===== config.mk =====
export PLATFORM = sky130hd
export DESIGN_NAME = button_debouncer
export DESIGN_NICKNAME = d
export VERILOG_FILES = /design/src/rtl/button_debouncer_pkg.sv /design/src/rtl/button_debouncer_channel.sv /design/src/rtl/button_debouncer.sv
export SDC_FILE = /design/constraint.sdc
export NUM_CORES = 1
export LEC_CHECK = 0
export BUFFER_PORTS_ARGS = -buffer_cell sky130_fd_sc_hd__buf_2
export CORE_ASPECT_RATIO = 1.25
export CORE_MARGIN = 5
export CORE_UTILIZATION = 30
export CTS_BUF_LIST = sky130_fd_sc_hd__clkbuf_16
export CTS_CLUSTER_DIAMETER = 60
export CTS_CLUSTER_SIZE = 20
export DETAILED_ROUTE_END_ITERATION = 8
export GPL_ROUTABILITY_DRIVEN = 0
export PLACE_DENSITY = 0.49
export SLEW_MARGIN = 40
export SYNTH_ARGS = -nofsm -noshare
export SYNTH_HDL_FRONTEND = slang
export SYNTH_HIERARCHICAL = 1
export SYNTH_SLANG_ARGS = --single-unit

===== constraint.sdc =====
create_clock -name clk -period 3.4 [get_ports clk]
set_clock_uncertainty 0.15 [all_clocks]
set_input_delay 0.17 -clock clk [delete_from_list [all_inputs] [get_ports clk]]
set_output_delay 0.17 -clock clk [all_outputs]
set_load 0.02 [all_outputs]

===== src/rtl/button_debouncer_pkg.sv =====
// Shared definitions for the push-button debouncer: channel FSM encodings
// and the counter width helper.
package button_debouncer_pkg;

    typedef enum logic [1:0] {
        DB_IDLE      = 2'd0,
        DB_PRESS_CHK = 2'd1,
        DB_HELD      = 2'd2,
        DB_REL_CHK   = 2'd3
    } db_state_e;

    // Counter only has to reach STABLE_TICKS-1, so clog2 of the tick count suffices.
    function automatic int db_cnt_width(input int stable_ticks);
        return $clog2(stable_ticks);
    endfunction

endpackage


===== src/rtl/button_debouncer_channel.sv =====
// One debounce channel: 2-flop synchroniser, confirmation FSM with counter,
// and registered level / press / release outputs.
module debounce_channel
    import button_debouncer_pkg::*;
#(
    parameter int STABLE_TICKS = 16
) (
    input  logic clk,
    input  logic rst_n,
    input  logic en_tick,
    input  logic btn_raw,
    output logic btn_level,
    output logic btn_press,
    output logic btn_release
);

    localparam int                CNT_W    = db_cnt_width(STABLE_TICKS);
    localparam logic [CNT_W-1:0]  CNT_LAST = CNT_W'(STABLE_TICKS - 1);
    localparam logic [CNT_W-1:0]  CNT_ONE  = CNT_W'(1);

    logic             sync1_q;
    logic             sync2_q;
    db_state_e        state_q;
    logic [CNT_W-1:0] cnt_q;
    logic             level_q;
    logic             press_q;
    logic             release_q;

    always_ff @(posedge clk or negedge rst_n) begin
        if (!rst_n) begin
            sync1_q <= 1'b0;
            sync2_q <= 1'b0;
        end else begin
            sync1_q <= btn_raw;
            sync2_q <= sync1_q;
        end
    end

    // Pulses default low every clk so they last exactly one cycle even when
    // en_tick is held high.
    always_ff @(posedge clk or negedge rst_n) begin
        if (!rst_n) begin
            state_q   <= DB_IDLE;
            cnt_q     <= '0;
            level_q   <= 1'b0;
            press_q   <= 1'b0;
            release_q <= 1'b0;
        end else begin
            press_q   <= 1'b0;
            release_q <= 1'b0;
            if (en_tick) begin
                case (state_q)
                    DB_IDLE: begin
                        if (sync2_q) begin
                            state_q <= DB_PRESS_CHK;
                            cnt_q   <= CNT_ONE;
                        end
                    end
                    DB_PRESS_CHK: begin
                        if (!sync2_q) begin
                            state_q <= DB_IDLE;
                            cnt_q   <= '0;
                        end else if (cnt_q == CNT_LAST) begin
                            state_q <= DB_HELD;
                            cnt_q   <= '0;
                            level_q <= 1'b1;
                            press_q <= 1'b1;
                        end else begin
                            cnt_q <= cnt_q + CNT_ONE;
                        end
                    end
                    DB_HELD: begin
                        if (!sync2_q) begin
                            state_q <= DB_REL_CHK;
                            cnt_q   <= CNT_ONE;
                        end
                    end
                    DB_REL_CHK: begin
                        if (sync2_q) begin
                            state_q <= DB_HELD;
                            cnt_q   <= '0;
                        end else if (cnt_q == CNT_LAST) begin
                            state_q   <= DB_IDLE;
                            cnt_q     <= '0;
                            level_q   <= 1'b0;
                            release_q <= 1'b1;
                        end else begin
                            cnt_q <= cnt_q + CNT_ONE;
                        end
                    end
                    default: begin
                        state_q <= DB_IDLE;
                        cnt_q   <= '0;
                    end
                endcase
            end
        end
    end

    assign btn_level   = level_q;
    assign btn_press   = press_q;
    assign btn_release = release_q;

endmodule


===== src/rtl/button_debouncer.sv =====
// Debounces NUM_BTN raw push-buttons on the en_tick strobe; each button is an
// independent debounce_channel.
module button_debouncer
    import button_debouncer_pkg::*;
#(
    parameter int NUM_BTN      = 5,
    parameter int STABLE_TICKS = 16
) (
    input  logic               clk,
    input  logic               rst_n,
    input  logic               en_tick,
    input  logic [NUM_BTN-1:0] btn_raw,
    output logic [NUM_BTN-1:0] btn_level,
    output logic [NUM_BTN-1:0] btn_press,
    output logic [NUM_BTN-1:0] btn_release
);

    generate
        for (genvar gi = 0; gi < NUM_BTN; gi++) begin : g_chan
            debounce_channel #(
                .STABLE_TICKS (STABLE_TICKS)
            ) u_chan (
                .clk         (clk),
                .rst_n       (rst_n),
                .en_tick     (en_tick),
                .btn_raw     (btn_raw[gi]),
                .btn_level   (btn_level[gi]),
                .btn_press   (btn_press[gi]),
                .btn_release (btn_release[gi])
            );
        end
    endgenerate

endmodule

# After elaboration in Yosys (flattened, before gate mapping)
# Cells that the tools add are included.
# word_totals
regBits	55
in_bits	8
output_inout_bits	15
word_cells	250
# op_classes
add_sub_neg	5
eq_ne	60
mux	125
reduce_logical	25
# ops
operator	count
$mux 4	25
$pmux 4 s4	5
$mux 2	30
$mux 1	55
$ne 2x1->1 const B	20
$pmux 2 s4	5
$reduce_and 6->1	5
$reduce_and 5->1	5
$add 4x1->4 const B	5
$eq 2x2->1 const B	10
$eq 4x4->1 const B	5
$ne 2x2->1 const B	10
$ne 3x1->1 const B	5
$ne 3x3->1 const B	5
$reduce_and 3->1	5
$eq 2x1->1 const B	5
$logic_not 2->1	5
$pmux 1 s2	5
$reduce_bool 2->1	5

# Longest topological paths before layout
# logic_depth
ltp_word	5
ltp_mapped	4
ltp_nobuf	4

# By module
# The synthesis kept the hierarchy.
# modules_own_cells
module	n_inst	cells_per_inst	area_each_um2	seq_area_each_um2
debounce_channel	5	45	498.0	275.3

# Least setup slack after synthesis
# No wires, ideal clock.
# synth_timing
kind	reg-to-reg
start	reg g_chan[0].u_chan.cnt_q[0]
end	reg with a tool-made name
setup_ps	83
arrival_time_ps	1088
t_required_ps	3167
setup_slack_ps	2079
path_stages_with_launch	5
n_path_buf	0
synth_period_minus_slack_ps	1321
path_cell_list	dfrtp_1 ha_1 and4_1 and2_1 o21ai_0
# synth_rtl
element	line	text
from (decl)	button_debouncer_channel.sv:24	logic [CNT_W-1:0] cnt_q;
from (signal assigned)	button_debouncer_channel.sv:69	cnt_q <= cnt_q + CNT_ONE;
from (signal assigned)	button_debouncer_channel.sv:88	cnt_q <= cnt_q + CNT_ONE;

==> metrics.yaml <==
n_fill_cell: 809
clk_path_buf_depth: 2
period_share_pct: 42.86
finalSetupViolations: 0
cts-root-buf: "clkbuf_16"
finalCriticalPeriod_ns: 1.457
cts_tree: "done"
grt_pass1_wl_um: 8010
synth_cell_types: 21
diodes: 0
crit_path_end_kind: "flip-flop"
path_max_fanout: 5
htreeDepth: 2
synth_area_mm2: 0.002490
power.total_uw: 1406
clkTransAtPathRegs_ns: 0.07
leakage_uw: 0.001288
cp.arrival_ns: 1.52
antenna_found_initial: 0
firstDrtPassIters: 4
timing.hold.ws_ns: 0.1982
drt-initial-drc-count: 78
yosysSeqAreaShare_pct: 55.28
worstSetupPathType: "flip-flop to flip-flop"
cts_setup_buffers: 0
fmax_ghz: 0.6863
ys_ff_latch: 55
yosysWarnings: 6
maxCapViolations: 0
reg2reg_slack_ns: 1.94
synthesis.nets: 238
cp-startpoint: "g_chan[1].u_chan/cnt_q[0]"
fin_nets: 269
grt_max_degree: 61
grt_pass1_vias: 1675
area_growth_pct: 16.53
io_buffers: 22
start_util_pct: 30.39
finalSetupTns_ns: 0
ir_drop_mv: 0.2365
seqCellArea_mm2: 0.001376
via_per_inst: 4.853
status: "finished, final reports clean"
wire_per_inst_um: 12.73
numClockSinks: 55
syn_inst: 225
start_kind: "flip-flop"
die_h_um: 111.9
grt.overflow.total: 0
num_io_pins: 23
layout_setup_ws_ns: 1.943
drc: 0
core_area_mm2: 0.008194
num_rows: 37
power_density_mw_per_mm2: 484.5
syn_avg_cell_area_um2: 11.07
drive_gt1_share_pct: 17.51
numCtsBuffers: 5
min_path_type: "flip-flop to flip-flop"
hold_viol: 0
dieArea_mm2: 0.01023
required_ns: 3.46
dp_slack_ns: 1.956
clk_latency_ns: 0.29
num_vias: 1718
final_common_cell: "dfrtp_1"
final_cell_mix: "dfrtp_1, nand3_1, nand2_1, buf_2"
grt_usage_pct: 9.465
r2r_cells: 4
worst_pin_slew_ns: 0.5740
hpwlAfterDp_um: 2951
ant_nets: 0
design_area_mm2: 0.002902
slew_violations: 0
grt_setup_unrepaired: "no"
fp.dieW_um: 91.49
r2r-start: "g_chan[1].u_chan/cnt_q[0]"
drt-total-wl_um: 4506
multiInputGateArea_mm2: 0.001039
dpl_cell_area_mm2: 0.002696
slew_headroom_pct: 61.73
==> synth_stat cells <==
cell        n  area share, %
dfrtp_1    55             55
nand2_1    20            3.0
nand3_1    20            4.0
a21oi_1    15            3.0
o21ai_0    15            3.0
o2bb2ai_1  15            5.3
inv_1      10            1.5
mux2i_1    10            4.0
a31oi_1     5            1.3
and2_1      5            1.3
and2b_2     5            1.8
and4_1      5            1.8
buf_4       5            1.5
ha_1        5            2.5
nand3b_1    5            1.5
nor2_1      5           0.75
nor2b_1     5            1.3
nor3_1      5            1.0
o21ai_2     5            1.8
o22ai_1     5            1.3
xor2_2      5            3.3
==> what timing repair did <==
action / 4_1_cts / 5_1_grt
resized for setup: 0 / 0
endpoints found under the hold margin: 45 / 0
hold buffers: 6 / 0
==> registers in the layout, summed over array words and instances (netlist names), named ones only <==
| name | count |
|---|---|
| g_chan.u_chan/state_q | 5 |
| g_chan.u_chan/sync2_q | 5 |
| g_chan.u_chan/btn_level | 5 |
| g_chan.u_chan/sync1_q | 5 |
| g_chan.u_chan/btn_release | 5 |
| g_chan.u_chan/btn_press | 5 |
| g_chan.u_chan/cnt_q | 20 |
==> final cells by class <==
class	instances	area share (%)
Clock buffer	5	4.312
Clock inverter	3	0.6900
Inverter	10	1.294
Multi-Input combinational cell	155	35.79
Sequential cell	55	47.43
Tap cell	97	4.183
Timing Repair Buffer	29	6.296
==> routing by layer <==
metal / global-route usage [%] / share of wire, %
met1: 12.17 / 49
met2: 15.16 / 46
met3: 2.095 / 3.2
met4: 4.225 / 1.9
met5: 0 / 0
==> kinds of logic after synthesis <==
| group | count (synthesis) | synth area share (%) |
|---|---|---|
| xor+xnor | 5 | 3.266 |
| fa+ha+maj | 5 | 2.513 |
| flops | 55 | 55.28 |
| compound gates | 60 | 15.58 |
| mux | 10 | 4.020 |
| buf+inv | 15 | 3.015 |
| simple gates | 75 | 16.33 |
==> worst max-delay path: stages, from the launching register on <==
cell     delay, ns
dfrtp_1       0.43
ha_1          0.26
and4_1        0.24
and2_1        0.17
o21ai_0       0.13
==> stage by stage <==
step,utilization [%],std cells
2_1_floorplan,-,225
3_3_place_gp,32.84,340
3_5_place_dp,32.91,340
4_1_cts,35.41,354
5_1_grt,35.41,354
6_report,35.41,354
==> how the worst min path moves through the flow <==
stage / start / to / slack (ns) / depth (start not counted)
detailed placement: rst_n / g_chan[0].u_chan/sync1_q / 0.04 / 1
finish: g_chan[4].u_chan/sync1_q / g_chan[4].u_chan/sync2_q / 0.20 / 0
global route: g_chan[1].u_chan/sync1_q / g_chan[1].u_chan/sync2_q / 0.20 / 0
CTS: g_chan[4].u_chan/sync1_q / g_chan[4].u_chan/sync2_q / 0.20 / 0
global placement: btn_raw[1] / g_chan[1].u_chan/sync1_q / 0.13 / 1
floorplan: rst_n / async pin / -0.28 / 0
==> report_power, final <==
| part | switching, µW | internal (µW) |
|---|---|---|
| clock network | 238 | 272 |
| logic | 75.3 | 69.2 |
| registers | 53.6 | 697 |
| total | 367 | 1040 |
(Power assumes the default switching activity.)
